`src/rtl/rr_grant_arbiter.sv`:
```
`default_nettype none
// ============================================================================
//  Module   : rr_grant_arbiter
//  Purpose  : Round-robin arbiter for one shared resource with a bounded grant
//             hold time and a mandatory dead cycle after every release.
//  Revision : 1.0  initial release
// ============================================================================
module rr_grant_arbiter #(
  parameter int N_REQ    = 4,
  parameter int IDX_W    = 2,
  parameter int MAX_HOLD = 8
) (
  input  logic             clk,
  input  logic             rst_n,
  input  logic [N_REQ-1:0] req,
  output logic [N_REQ-1:0] grant,
  output logic [IDX_W-1:0] grant_idx,
  output logic             grant_valid,
  output logic             timeout_pulse
);

  localparam int HC_W = $clog2(MAX_HOLD + 1);
  localparam logic [HC_W-1:0] HOLD_LAST = HC_W'(MAX_HOLD - 1);

  typedef enum logic [0:0] {
    IDLE = 1'b0,
    BUSY = 1'b1
  } state_t;

  state_t            state;
  logic [IDX_W-1:0]  ptr;
  logic [HC_W-1:0]   hold_cnt;

  logic              found;
  logic [IDX_W-1:0]  winner;
  logic [IDX_W-1:0]  cand;
  logic [N_REQ-1:0]  winner_onehot;

  // Rotating priority scan: first set request starting at ptr, wrapping modulo N_REQ.
  always_comb begin
    found  = 1'b0;
    winner = '0;
    cand   = '0;
    for (int i = 0; i < N_REQ; i++) begin
      cand = ptr + IDX_W'(i);
      if (!found && req[cand]) begin
        found  = 1'b1;
        winner = cand;
      end
    end
    winner_onehot = N_REQ'(1) << winner;
  end

  // Arbitration FSM; every output is registered so grant is glitch-free and
  // always equals the decode of grant_idx gated by grant_valid.
  always_ff @(posedge clk) begin
    if (!rst_n) begin
      state         <= IDLE;
      grant         <= '0;
      grant_idx     <= '0;
      grant_valid   <= 1'b0;
      timeout_pulse <= 1'b0;
      ptr           <= '0;
      hold_cnt      <= '0;
    end else begin
      case (state)
        IDLE: begin
          // The pulse only lives for the single dead cycle after a forced release.
          timeout_pulse <= 1'b0;
          if (found) begin
            state       <= BUSY;
            grant       <= winner_onehot;
            grant_idx   <= winner;
            grant_valid <= 1'b1;
            hold_cnt    <= '0;
          end
        end

        BUSY: begin
          hold_cnt <= hold_cnt + 1'b1;
          // Voluntary release takes precedence, so a winner dropping req on its
          // last allowed cycle does not raise the timeout flag.
          if (!req[grant_idx]) begin
            state         <= IDLE;
            grant         <= '0;
            grant_valid   <= 1'b0;
            timeout_pulse <= 1'b0;
            hold_cnt      <= '0;
            ptr           <= grant_idx + 1'b1;
          end else if (hold_cnt == HOLD_LAST) begin
            state         <= IDLE;
            grant         <= '0;
            grant_valid   <= 1'b0;
            timeout_pulse <= 1'b1;
            hold_cnt      <= '0;
            ptr           <= grant_idx + 1'b1;
          end
        end

        default: begin
          state       <= IDLE;
          grant       <= '0;
          grant_valid <= 1'b0;
        end
      endcase
    end
  end

endmodule
`default_nettype wire
```
`config.mk`:
```
export PLATFORM = sky130hd
export DESIGN_NAME = rr_grant_arbiter
export DESIGN_NICKNAME = d
export VERILOG_FILES = /design/src/rtl/rr_grant_arbiter.sv
export SDC_FILE = /design/constraint.sdc
export NUM_CORES = 1
export LEC_CHECK = 0
export ABC_CLOCK_PERIOD_IN_PS = 1980
export BUFFER_PORTS_ARGS = -buffer_cell sky130_fd_sc_hd__buf_2
export CAP_MARGIN = 20
export CORE_MARGIN = 10
export CORE_UTILIZATION = 50
export CTS_BUF_LIST = sky130_fd_sc_hd__clkbuf_8
export DETAILED_ROUTE_END_ITERATION = 8
export GPL_TIMING_DRIVEN = 0
export PLACE_DENSITY = 0.73
export SYNTH_ARGS = -nofsm -noshare
export SYNTH_HDL_FRONTEND = slang
export SYNTH_SLANG_ARGS = --single-unit
export TNS_END_PERCENT = 5
```
`constraint.sdc`:
```
create_clock -name clk -period 1.98 [get_ports clk]
set_input_delay 0.099 -clock clk [delete_from_list [all_inputs] [get_ports clk]]
set_output_delay 0.099 -clock clk [all_outputs]
set_load 0.005 [all_outputs]
```
==> impl_metrics.json <==
{
  "area_delta_synth_final_pct": 17.9,
  "leakage_nw": 0.373,
  "synth-seq-cells": 15,
  "finClkSkew_ns": 0.000690,
  "via_per_inst": 5.75,
  "powerDensity_nw_per_um2": 819,
  "cp_max_fo": 5,
  "finalWeightedCongestion": 0.753,
  "netlist_instances": 75,
  "fin_util_pct": 63.6,
  "synth_area_um2": 719,
  "post_cts_buffers": 0,
  "num_rows": 13,
  "max_freq_ghz": 0.601,
  "hold_class": "in2reg",
  "wire_per_inst_um": 13.8,
  "path_class": "reg2reg",
  "startpoint_type": "register",
  "cts.sinks": 15,
  "yosysSeqAreaShare_pct": 41.7,
  "vias": 615,
  "finalSetupViolations": 0,
  "postRouteAntennaNets": 0,
  "clk_pin_slew_ns": 0.06,
  "ios": 14,
  "synthDistinctLibCells": 39,
  "cts_resized": 0,
  "wirelength_um": 1480,
  "cts_buffer_depth": 2,
  "yosysTopAreaCell": "dfxtp_1",
  "yosys_warnings": 0,
  "grt_pass1_vias": 618,
  "die_h_um": 57.9,
  "cts_buffers": 3,
  "first_pass_iters": 4,
  "port-buffer-count": 13,
  "drtIter0Drc": 15,
  "arrival_ns": 1.80,
  "initial_core_util_pct": 53.9,
  "nets": 100,
  "die-width_um": 57.9,
  "worstSkewPairLatency_ns": 0.24,
  "h-tree-depth": 1,
  "end_kind": "register",
  "slew_headroom_pct": 73.0,
  "syn-num-nets": 82,
  "status": "finished clean",
  "grt_max_degree": 9,
  "synth_edf_count": 0,
  "synth_area_leaders": "dfxtp_1 (42%), a32o_2 (4.7%), a21oi_1 (4.2%), nor2_1 (3.7%), mux4_2 (3.1%)",
  "post-dp-hpwl_um": 1150,
  "syn_avg_cell_area_um2": 9.59,
  "min_period_ns": 1.66,
  "grt_pass1_wl_um": 2570,
  "drive_gt1_share_pct": 31.5,
  "place_area_um2": 803,
  "drv_cap": 0,
  "fin_area_um2": 848,
  "antenna_found_initial": 0,
  "rsz0062_at_grt": "no",
  "core-area_um2": 1330,
  "hold_buffers": 0,
  "hold_violations": 0,
  "crit_required_ns": 2.12,
  "antenna_cells": 0,
  "fillers": 114,
  "cts_tree": "done",
  "final.setup.tns_ns": 0,
  "slew_violations": 0,
  "die_area_um2": 3360,
  "ir_worst_vdd_uv": 507,
  "synthFlopType": "dfxtp_1",
  "cts-root-buf": "clkbuf_8",
  "overflow": 0,
  "netlist.area_leader.share_pct": 41.7,
  "drcViolationCount": 0,
  "tightest_slew_ns": 0.402,
  "period_share_pct": 84.0,
  "track_usage_pct": 9.34,
  "async_reset_ff_share_pct": 0
}
cell type report:
| cell class | instances | area (um2) | area share (%) |
|---|---|---|---|
| buffer | 1 | 11.3 | 1.33 |
| clock buffer | 3 | 41.3 | 4.87 |
| clock inverter | 1 | 3.75 | 0.442 |
| inverter | 3 | 11.3 | 1.33 |
| multi-input combinational | 56 | 397 | 46.8 |
| sequential | 15 | 300 | 35.4 |
| tap | 15 | 18.8 | 2.21 |
| timing repair buffer | 13 | 65.1 | 7.67 |
per-stage QoR:
| step | instances | total power [mW] | worst slack [ns] | hold WS [ns] |
|---|---|---|---|---|
| 2_1_floorplan | 75 | 0.423 | 0.409 | 0.237 |
| 3_3_place_gp | 103 | 0.461 | 0.314 | 0.417 |
| 3_5_place_dp | 103 | 0.464 | 0.309 | 0.434 |
| 4_1_cts | 107 | 0.704 | 0.295 | 0.173 |
| 5_1_grt | 107 | 0.734 | 0.235 | 0.193 |
| 6_report | 107 | 0.695 | 0.316 | 0.177 |
routing by layer:
layer / global-route usage, % / vias up / routed length (um)
met1: 11.3 / 279 / 705
met2: 13.5 / 14 / 644
li1: - / 318 / -
met3: 4.14 / 4 / 101
met4: 5.03 / 0 / 24
met5: 0 / - / 0
logic make-up after synthesis:
family | after synthesis | synth area share, %
AO/OA/AOI/OAI | 26 | 27.1
multiplexers | 2 | 4.52
XOR/XNOR | 1 | 1.22
buffers and inverters | 4 | 3.13
AND/OR/NAND/NOR | 26 | 20.5
flip-flops | 15 | 41.7
adder cells (fa/ha/maj) | 1 | 1.74
worst paths after layout:
| kind | startpoint | endpoint | slack (ns) | cells past startpoint |
|---|---|---|---|---|
| min | rst_n | ptr[0] | 0.18 | 3 |
| min reg2reg | grant[2] | grant[2] | 0.46 | 1 |
| max | grant_idx[0] | grant[3] | 0.32 | 4 |
| max reg2reg | grant_idx[0] | grant[3] | 0.32 | 4 |
flip-flops by register name (all words and copies together) (netlist names):
register,flops
grant,4
hold_cnt,4
grant_idx,2
ptr,2
grant_valid,1
state,1
timeout_pulse,1
Yosys cell counts, drive strengths merged, types with 2 or more instances:
library cell  instances
dfxtp                15
nor2                  9
a21oi                 6
nand2                 5
o21ai                 5
a32o                  4
inv                   3
nand3                 2
nor4                  2
cells in the final DEF (no fill, tap or decap), drive strengths merged:
master / n
a211o: 1
a21boi: 1
a21o: 1
a21oi: 6
a32o: 4
and2: 1
and3: 1
and3b: 1
buf: 14
clkbuf: 3
dfxtp: 15
ha: 1
inv: 4
mux2i: 1
mux4: 1
nand2: 5
nand2b: 1
nand3: 2
nand4b: 1
nor2: 9
nor3: 1
nor3b: 1
nor4: 2
o211ai: 1
o21a: 1
o21ai: 5
o21bai: 1
o221ai: 1
o22a: 1
o22ai: 1
o2bb2ai: 1
o31ai: 1
or3: 1
xnor2: 1
report_power, final:
group          switching [mW]  internal [mW]
Clock                   0.101          0.137
Combinational          0.0631         0.0550
Sequential             0.0165          0.323
Total                   0.181          0.515
worst max-delay path, stage by stage (launching register included):
cell      delay [ns]
dfxtp_1         0.43
mux4_2          0.59
o211ai_2        0.24
nor2_2          0.08
a32o_2          0.22
(Power assumes the default switching activity.)
